## src/rtl/pipe_ctrl.sv

```systemverilog
// Pipeline control for the 3-stage core: tracks X/M/W destination tags for forwarding,
// generates freeze/stall/flush for memory waits, redirects and load-use, and counts them.
module pipe_ctrl #(
  parameter int unsigned RST_CYCLES = 2,
  parameter int unsigned CNT_W      = 32
) (
  input  logic             clk,
  input  logic             rst,
  input  logic             id_valid,
  input  logic [4:0]       id_rd,
  input  logic [4:0]       id_rs1,
  input  logic [4:0]       id_rs2,
  input  logic             id_regwe,
  input  logic [6:0]       id_opcode,
  input  logic             x_br_taken,
  input  logic             mem_ready,
  output logic             stall_f,
  output logic             flush_d,
  output logic             freeze_all,
  output logic [4:0]       old_rd,
  output logic             old_regwe,
  output logic [6:0]       old_opcode,
  output logic [4:0]       older_rd,
  output logic             older_regwe,
  output logic [CNT_W-1:0] stall_cnt,
  output logic [CNT_W-1:0] flush_cnt
);

  localparam int unsigned RC_W      = (RST_CYCLES > 1) ? $clog2(RST_CYCLES) : 1;
  localparam int unsigned RC_LAST_I = (RST_CYCLES > 0) ? RST_CYCLES - 1 : 0;
  localparam logic [RC_W-1:0] RC_LAST = RC_W'(RC_LAST_I);
  localparam logic [6:0] OPC_LOAD  = 7'b0000011;
  localparam logic [6:0] OPC_STORE = 7'b0100011;

  typedef struct packed {
    logic [4:0] rd;
    logic       regwe;
    logic [6:0] opcode;
  } tag_t;

  localparam tag_t BUBBLE = '{rd: 5'd0, regwe: 1'b0, opcode: 7'h00};

  typedef enum logic [1:0] {
    S_RESET    = 2'd0,
    S_RUN      = 2'd1,
    S_MEMWAIT  = 2'd2,
    S_REDIRECT = 2'd3
  } state_t;

  state_t          r_state, w_state_nxt;
  logic [RC_W-1:0] r_rst_cnt, w_rst_cnt_nxt;
  tag_t            r_x, r_m, r_w;
  tag_t            w_x_nxt, w_m_nxt, w_w_nxt;
  tag_t            w_id_tag;
  logic [CNT_W-1:0] r_stall_cnt, r_flush_cnt;
  logic            w_stall_inc, w_flush_inc;
  logic            w_mem_wait, w_load_use;

  assign w_id_tag   = id_valid ? '{rd: id_rd, regwe: id_regwe, opcode: id_opcode} : BUBBLE;
  assign w_mem_wait = ((r_m.opcode == OPC_LOAD) || (r_m.opcode == OPC_STORE)) && !mem_ready;
  assign w_load_use = (r_x.opcode == OPC_LOAD) && r_x.regwe && (r_x.rd != 5'd0) && id_valid &&
                      ((id_rs1 == r_x.rd) || (id_rs2 == r_x.rd));

  // Next-state, tag movement and zero-latency pipeline controls
  always_comb begin
    w_state_nxt   = r_state;
    w_rst_cnt_nxt = r_rst_cnt;
    w_x_nxt       = r_x;
    w_m_nxt       = r_m;
    w_w_nxt       = r_w;
    stall_f       = 1'b0;
    flush_d       = 1'b0;
    freeze_all    = 1'b0;
    w_stall_inc   = 1'b0;
    w_flush_inc   = 1'b0;
    case (r_state)
      S_RESET: begin
        stall_f    = 1'b1;
        freeze_all = 1'b1;
        flush_d    = 1'b1;
        if (r_rst_cnt == RC_LAST) begin
          w_state_nxt   = S_RUN;
          w_rst_cnt_nxt = '0;
        end else begin
          w_rst_cnt_nxt = r_rst_cnt + RC_W'(1);
        end
      end
      S_RUN: begin
        if (w_mem_wait) begin
          stall_f     = 1'b1;
          freeze_all  = 1'b1;
          w_stall_inc = 1'b1;
          w_state_nxt = S_MEMWAIT;
        end else if (x_br_taken) begin
          w_w_nxt     = r_m;
          w_m_nxt     = r_x;
          w_x_nxt     = BUBBLE;
          flush_d     = 1'b1;
          w_flush_inc = 1'b1;
          w_state_nxt = S_REDIRECT;
        end else if (w_load_use) begin
          w_w_nxt     = r_m;
          w_m_nxt     = r_x;
          w_x_nxt     = BUBBLE;
          stall_f     = 1'b1;
          w_flush_inc = 1'b1;
        end else begin
          w_w_nxt = r_m;
          w_m_nxt = r_x;
          w_x_nxt = w_id_tag;
        end
      end
      S_MEMWAIT: begin
        if (w_mem_wait) begin
          stall_f     = 1'b1;
          freeze_all  = 1'b1;
          w_stall_inc = 1'b1;
        end else begin
          w_w_nxt     = r_m;
          w_m_nxt     = r_x;
          w_x_nxt     = w_id_tag;
          w_state_nxt = S_RUN;
        end
      end
      S_REDIRECT: begin
        // A memory wait holds the wrong-path instruction in ID; squash it once released
        if (w_mem_wait) begin
          stall_f     = 1'b1;
          freeze_all  = 1'b1;
          w_stall_inc = 1'b1;
        end else begin
          w_w_nxt     = r_m;
          w_m_nxt     = r_x;
          w_x_nxt     = BUBBLE;
          flush_d     = 1'b1;
          w_flush_inc = 1'b1;
          w_state_nxt = S_RUN;
        end
      end
      default: w_state_nxt = S_RESET;
    endcase
  end

  // State, tag and saturating counter registers
  always_ff @(posedge clk) begin
    if (rst) begin
      r_state     <= S_RESET;
      r_rst_cnt   <= '0;
      r_x         <= BUBBLE;
      r_m         <= BUBBLE;
      r_w         <= BUBBLE;
      r_stall_cnt <= '0;
      r_flush_cnt <= '0;
    end else begin
      r_state   <= w_state_nxt;
      r_rst_cnt <= w_rst_cnt_nxt;
      r_x       <= w_x_nxt;
      r_m       <= w_m_nxt;
      r_w       <= w_w_nxt;
      if (w_stall_inc && (r_stall_cnt != {CNT_W{1'b1}})) r_stall_cnt <= r_stall_cnt + CNT_W'(1);
      if (w_flush_inc && (r_flush_cnt != {CNT_W{1'b1}})) r_flush_cnt <= r_flush_cnt + CNT_W'(1);
    end
  end

  assign old_rd      = r_m.rd;
  assign old_regwe   = r_m.regwe;
  assign old_opcode  = r_m.opcode;
  assign older_rd    = r_w.rd;
  assign older_regwe = r_w.regwe;
  assign stall_cnt   = r_stall_cnt;
  assign flush_cnt   = r_flush_cnt;

endmodule

```

## config.mk

```make
export PLATFORM = sky130hd
export DESIGN_NAME = pipe_ctrl
export DESIGN_NICKNAME = d
export VERILOG_FILES = /design/src/rtl/pipe_ctrl.sv
export SDC_FILE = /design/constraint.sdc
export NUM_CORES = 1
export LEC_CHECK = 0
export CAP_MARGIN = 10
export CORE_ASPECT_RATIO = 0.7
export CORE_UTILIZATION = 25
export CTS_CLUSTER_DIAMETER = 40
export DETAILED_ROUTE_END_ITERATION = 10
export PLACE_DENSITY = 0.58
export SKIP_CTS_REPAIR_TIMING = 1
export SLEW_MARGIN = 20
export SYNTH_ARGS = -nofsm -noshare
export SYNTH_HDL_FRONTEND = slang
export SYNTH_SLANG_ARGS = --single-unit
```

## constraint.sdc

```tcl
create_clock -name clk -period 3.2 [get_ports clk]
set_input_delay 0.64 -clock clk [delete_from_list [all_inputs] [get_ports clk]]
set_output_delay 0.64 -clock clk [all_outputs]
set_load 0.02 [all_outputs]
```

==> impl_metrics.yaml, run 1 <==
worst_setup_path:
  cp_cell_sequence: "clkdlybuf4s50_1 -> or4_4 -> o21ai_0 -> o22ai_1 -> clkdlybuf4s50_1"
  critPathMostFrequentCell: "sky130_fd_sc_hd__clkdlybuf4s50_1"
  worstPathArrival_ns: 2.48
  crit_required_ns: 2.56
  path_class: "input pin to output port"
  slowest_delay_ns: 0.57
  crit_path_launch_type: "input pin"
  worst_setup_ep_type: "output port"
  critPathSlowestCell: "sky130_fd_sc_hd__clkdlybuf4s50_1"
  crit_path_max_fanout: 3
place:
  buffers_on_ports: 113
  place.gp.congestion: 0.749
  place.detailed.hpwl_um: 9270
  place_worst_setup_slack_ns: 0.0933
sta:
  final.min_clock_period_ns: 3.12
  portion_of_the_clock_cycle_consumed_by_the_worst_path_in_the_final_layout_pct: 97.4
  max_clock_freq_mhz: 321
  hold_viol_final: 0
  max_slew.worst_pin.slew_ns: 0.634
  worst_slew_margin_rel_pct: 57.4
  setup_viol: 0
  finClkSkew_ns: 0.00902
  grt_setup_unrepaired: "no"
  final-max-slew-violation-count: 0
  fin_setup_tns_ns: 0
  postLayoutSetupSlackWorst_ns: 0.0835
synth:
  postSynthNetCount: 571
  ys_seq_elements: 99
  post_synth_inst_count: 541
  ys_warn_count: 0
  synth.cell_area_mm2: 0.00456
  proportion_of_synthesized_chip_area_in_sequential_cells_pct: 43.5
  synth_enable_flop_cells: 0
  synth.lib_cells_used.distinct: 44
  yosys_most_used_dff: "sky130_fd_sc_hd__dfxtp_1"
  mean_instance_size_in_the_synthesized_netlist_um2: 8.43
  postSynth.asyncResetShare_pct: 0
route:
  dr.first_iter.drc_count: 324
  drc: 0
  drt_pre_antenna_iters: 5
  routedWlPerCell_um: 14.5
  num_vias: 4432
  final_wirelength_um: 13100
  post_drt_via_cell_ratio: 4.92
  route.antenna.remaining_nets: 0
clock_tree:
  htree_num_levels: 3
  tritoncts: "yes"
  clkLatencyLatePin_ns: 0.35
  cts_max_path_buffers: 2
  cts.sinks: 99
  cts_buffers: 9
  clk_pin_slew_worst_setup_hold_paths_ns: 0.06
  ctsRootBufferMaster: "sky130_fd_sc_hd__clkbuf_16"
power_and_ir_drop:
  static-leakage-power_uw: 0.00202
  seqPwrFrac_pct: 43.6
  sw_frac_of_total_pct: 27.5
  internal-power_uw: 2180
  pwr-share-clk_pct: 39.7
  p_comb_share_pct: 16.7
  p_sw_uw: 826
  pwr_density_cell_mw_per_mm2: 467
  ir_drop_uv: 228
global_route:
  via_count_of_the_first_global_routing_pass: 3961
  initial_antenna_violation_count: 0
  pin_count_of_the_biggest_net_entering_global_routing: 93
  global_route_wire_length_before_repair_um: 21300
  global_route.usage.total_pct: 14.4
  grt_remaining_overflow: 0
final_layout:
  seq_area_mm2: 0.00198
  flow.area_growth_from_synthesis_pct: 41.3
  most_used_cells_in_the_layout_excluding_fill_and_tap_cells: "sky130_fd_sc_hd__clkdlybuf4s50_1, sky130_fd_sc_hd__dfxtp_1, sky130_fd_sc_hd__nand2_1"
  nFillCells: 1824
  layout.cells.most_common: "sky130_fd_sc_hd__clkdlybuf4s50_1"
  final_net_count: 697
  diodes: 0
  multi_input_area_mm2: 0.00245
  share_of_layout_cells_above_drive_strength_1_pct: 8.21
floorplanning:
  die_w_um: 163
  placement_rows: 40
  initial_utilization_pct: 26.0
  die_area_mm2: 0.0188
  top_level_ports: 114
  die-height_um: 115
  core_region_area_mm2: 0.0175
run:
  max_cap_violations: 0
min_path:
  worst_hold_path_type: "flop to flop"
run_status:
  outcome: "finished clean"
==> Yosys cell counts (2+ instances only) <==
cell	instances	area share [%]
sky130_fd_sc_hd__dfxtp_1	99	43
sky130_fd_sc_hd__nand2_1	66	5.4
sky130_fd_sc_hd__a21oi_1	53	5.8
sky130_fd_sc_hd__nor2_1	43	3.5
sky130_fd_sc_hd__nand3_1	30	3.3
sky130_fd_sc_hd__or4_1	29	4.8
sky130_fd_sc_hd__o31ai_1	25	4.1
sky130_fd_sc_hd__xnor2_1	22	4.2
sky130_fd_sc_hd__clkbuf_1	21	1.7
sky130_fd_sc_hd__nand4_1	18	2.5
sky130_fd_sc_hd__xor2_1	14	2.7
sky130_fd_sc_hd__a22o_1	13	2.5
sky130_fd_sc_hd__nor3_1	13	1.4
sky130_fd_sc_hd__o21ai_0	11	1.2
sky130_fd_sc_hd__inv_1	10	0.82
sky130_fd_sc_hd__or3_1	10	1.4
sky130_fd_sc_hd__nor4_1	8	1.1
sky130_fd_sc_hd__nor2b_1	7	0.96
sky130_fd_sc_hd__and3_1	5	0.69
sky130_fd_sc_hd__and4_1	5	0.96
sky130_fd_sc_hd__mux2_2	4	0.99
sky130_fd_sc_hd__buf_2	3	0.33
sky130_fd_sc_hd__nand3b_1	3	0.49
sky130_fd_sc_hd__or4_4	3	0.74
sky130_fd_sc_hd__a211oi_1	2	0.33
sky130_fd_sc_hd__and2_1	2	0.27
sky130_fd_sc_hd__ha_1	2	0.55
sky130_fd_sc_hd__nand2b_1	2	0.27
sky130_fd_sc_hd__nor4b_1	2	0.38
sky130_fd_sc_hd__o22ai_1	2	0.27
==> stage by stage <==
step	std cells	util, %	power [uW]	cell area, um2	hold slack [ns]
6_report	901	36.8	3010	6440	0.455
5_1_grt	901	36.8	3150	6440	0.473
4_1_cts	901	36.8	3040	6440	0.457
3_5_place_dp	887	35.0	1840	6130	0.448
3_3_place_gp	887	35.0	1840	6130	0.448
2_1_floorplan	541	-	1600	4560	0.439
==> routing by layer <==
layer	GRT usage (%)	wire length [um]	vias to the layer above
met5	0	0	-
li1	-	-	2241
met4	4.30	140	0
met3	3.86	781	12
met1	21.8	7020	2061
met2	19.5	5170	118
==> power by group through the flow <==
stage	clock [uW]	sequential [uW]	combinational, uW
after global routing	1280	1320	550
after CTS	1230	1310	508
final	1190	1310	503
after floorplan	0	1330	261
after global placement	0	1340	503
after detailed placement	0	1340	506
==> cells by family after synthesis <==
family,count (synthesis),synth area share [%]
flops,99,43.5
fa+ha+maj,2,0.549
compound gates,112,15.4
mux,5,1.21
simple gates,252,29.5
xor+xnor,36,6.92
buf+inv,35,2.96
==> state kept, by name, summed over array words and instances (netlist names), 2 cells and up <==
| name | flops |
|---|---|
| flush_cnt | 32 |
| old_opcode | 7 |
| old_rd | 5 |
| older_rd | 5 |
| r_state | 2 |
| r_x | 13 |
| stall_cnt | 32 |
==> worst paths after layout <==
check	start	endpoint	slack, ns	cells after the start
setup / recovery	mem_ready	flush_d	0.08	5
hold reg to reg	older_rd[4]	older_rd[4]	0.45	2
setup reg to reg	old_opcode[2]	stall_cnt[27]	0.76	6
hold / removal	older_rd[4]	older_rd[4]	0.45	2
==> area by class of cell <==
type / count / share of cell area [%]
clock buffer: 10 / 3.71
clock inverter: 4 / 1.18
inverter: 10 / 0.583
multi-input combinational: 407 / 38.1
sequential: 99 / 30.8
tap: 231 / 4.49
timing repair buffer: 140 / 21.2
==> worst max-delay path: cells and delay by family <==
family	cells	cell delay, ns
compound gates	2	0.43
simple gates	1	0.43
buf+inv	2	0.98
Note: power is estimated with default switching activity, not from simulation.
==> run 2: changes to the inputs <==
- SLEW_MARGIN: 20 -> 10
==> results of run 2 <==
No change in the layout: final DEF, timing and power equal those of run 1.
==> run 3: changes to the inputs <==
- GPL_TIMING_DRIVEN: not set -> 0
- TNS_END_PERCENT: not set -> 100
==> run 3 against run 2 <==
Against the previous run:
- fmax up 0.77%
- non-clock buffer count down 3
- worst setup slack improved by 0.024 ns
- clock-buffer cell count fell by 1
- combinational power is 8.5% lower
- via count rose by 1.4%
- critical endpoint is now stall_f
- hold slack about the same
- sequential cell count unchanged
==> impl_metrics.yaml, run 3 (synthesized netlist as in run 1, its figures left out) <==
min_path:
  hold_path.startpoint: "older_regwe"
  holdPathStages: 2
  worst_hold_path_type: "flop to flop"
  hold-path-endpoint: "older_regwe"
floorplanning:
  die-height_um: 115
  initial_utilization_pct: 26.0
  placement_rows: 40
  die_w_um: 163
  top_level_ports: 114
  core_region_area_mm2: 0.0175
  die_area_mm2: 0.0188
worst_setup_path:
  cp_cell_sequence: "clkdlybuf4s50_1 -> nor4_2 -> a21oi_1 -> clkbuf_2 -> nand2_1 -> clkdlybuf4s50_1"
  origin_of_the_critical_flop_to_flop_path: "r_x[8]"
  critical_path.reg2reg.endpoint: "flush_cnt[24]"
  worstPathArrival_ns: 2.45
  slowest_delay_ns: 0.55
  crit_path_launch_type: "input pin"
  crit_path_max_fanout: 10
  worst-r2r-setup-slack_ns: 0.40
  path_class: "input pin to output port"
  crit_required_ns: 2.56
  worst_setup_ep_type: "output port"
  critPathSlowestCell: "sky130_fd_sc_hd__clkdlybuf4s50_1"
  critPathMostFrequentCell: "sky130_fd_sc_hd__clkdlybuf4s50_1"
  ff2ff_path_depth: 8
clock_tree:
  htree_num_levels: 3
  clkLatencyLatePin_ns: 0.36
  cts_buffers: 9
  clk_pin_slew_worst_setup_hold_paths_ns: 0.07
  ctsRootBufferMaster: "sky130_fd_sc_hd__clkbuf_16"
  cts_max_path_buffers: 2
  cts.sinks: 99
  tritoncts: "yes"
run:
  max_cap_violations: 0
run_status:
  outcome: "finished clean"
power_and_ir_drop:
  total_power_uw: 2860
  ir_drop_uv: 224
  pwr_density_cell_mw_per_mm2: 454
  static-leakage-power_uw: 0.00194
sta:
  worst_slew_margin_rel_pct: 27.3
  max_slew.worst_pin.slew_ns: 1.08
  final.min_clock_period_ns: 3.09
  final-max-slew-violation-count: 0
  portion_of_the_clock_cycle_consumed_by_the_worst_path_in_the_final_layout_pct: 96.6
  max_clock_freq_mhz: 323
  grt_setup_unrepaired: "no"
  postLayoutSetupSlackWorst_ns: 0.107
  finClkSkew_ns: 0.00852
  hold_viol_final: 0
  setup_viol: 0
global_route:
  via_count_of_the_first_global_routing_pass: 4095
  initial_antenna_violation_count: 0
  global_route_wire_length_before_repair_um: 22500
  pin_count_of_the_biggest_net_entering_global_routing: 20
  global_route.usage.total_pct: 15.5
  grt_remaining_overflow: 0
final_layout:
  most_used_cells_in_the_layout_excluding_fill_and_tap_cells: "sky130_fd_sc_hd__clkdlybuf4s50_1, sky130_fd_sc_hd__dfxtp_1, sky130_fd_sc_hd__nand2_1"
  diodes: 0
  layout.cells.most_common: "sky130_fd_sc_hd__clkdlybuf4s50_1"
  share_of_layout_cells_above_drive_strength_1_pct: 5.53
  final_area_mm2: 0.00630
  flow.area_growth_from_synthesis_pct: 38.2
  final_net_count: 694
  finalCoreUtilization_pct: 36.0
place:
  postPlaceCellArea_mm2: 0.00598
  place_worst_setup_slack_ns: -0.419
  buffers_on_ports: 113
  place.detailed.hpwl_um: 10400
  place.gp.congestion: 0.832
route:
  dr.first_iter.drc_count: 303
  routedWlPerCell_um: 15.7
  final_wirelength_um: 14100
  num_vias: 4494
  drc: 0
  post_drt_via_cell_ratio: 4.99
  route.antenna.remaining_nets: 0
  drt_pre_antenna_iters: 4
==> run 3: cell count changes in the layout (fill, tap and decap cells not counted), sizes merged <==
cell,change
buf,-24
clkbuf,+19
clkinv,+3
inv,+3
bufinv,-2
dlymetal6s2s,+2
clkdlybuf4s50,-1
clkinvlp,-1
==> run 3: metal layers <==
layer	global-route usage (%)	vias up	part of all wire (%)	wire length (um)
li1	-	2242	-	-
met1	22.9	2094	50	7090
met2	21.1	151	40	5710
met3	4.91	7	8.7	1230
met4	4.17	0	0.78	111
met5	0	-	0	0
==> run 3: through the flow <==
step / setup TNS [ns] / cells / hold WS [ns]
4_1_cts: -0.821 / 901 / 0.459
3_3_place_gp: -2.35 / 885 / 0.447
6_report: 0 / 900 / 0.455
3_5_place_dp: -2.20 / 885 / 0.449
2_1_floorplan: 0 / 541 / 0.439
5_1_grt: 0 / 900 / 0.478
==> run 3: power breakdown <==
group / total [uW] / switching, uW / internal (uW)
clock network: 1090 / 541 / 547
registers: 1310 / 42.9 / 1270
logic: 460 / 300 / 161
total: 2860 / 884 / 1970
==> run 3: how the worst max path moves through the flow <==
stage               cells past startpoint      start             to
floorplan                               5  mem_ready  stall_cnt[25]
global placement                        6  mem_ready     freeze_all
detailed placement                      6  mem_ready     freeze_all
CTS                                     6  mem_ready     freeze_all
global route                            6  mem_ready        stall_f
finish                                  6  mem_ready        stall_f
==> run 3: cell type report <==
cell class              count  area (um2)
well taps                 231         289
repair buffers            113        1140
multi-input cells         407        2470
clock inverters             7        68.8
inverters                  10        37.5
flip-flops and latches     99        1980
plain buffers              24        95.1
clock buffers               9         225
fillers                  1830       11200
==> run 3: worst max-delay path, delay by kind of cell <==
kind,cells,cell delay (ns)
and+or+nand+nor,2,0.13
buffers and inverters,3,1.38
AOI/OAI and AO/OA,1,0.30
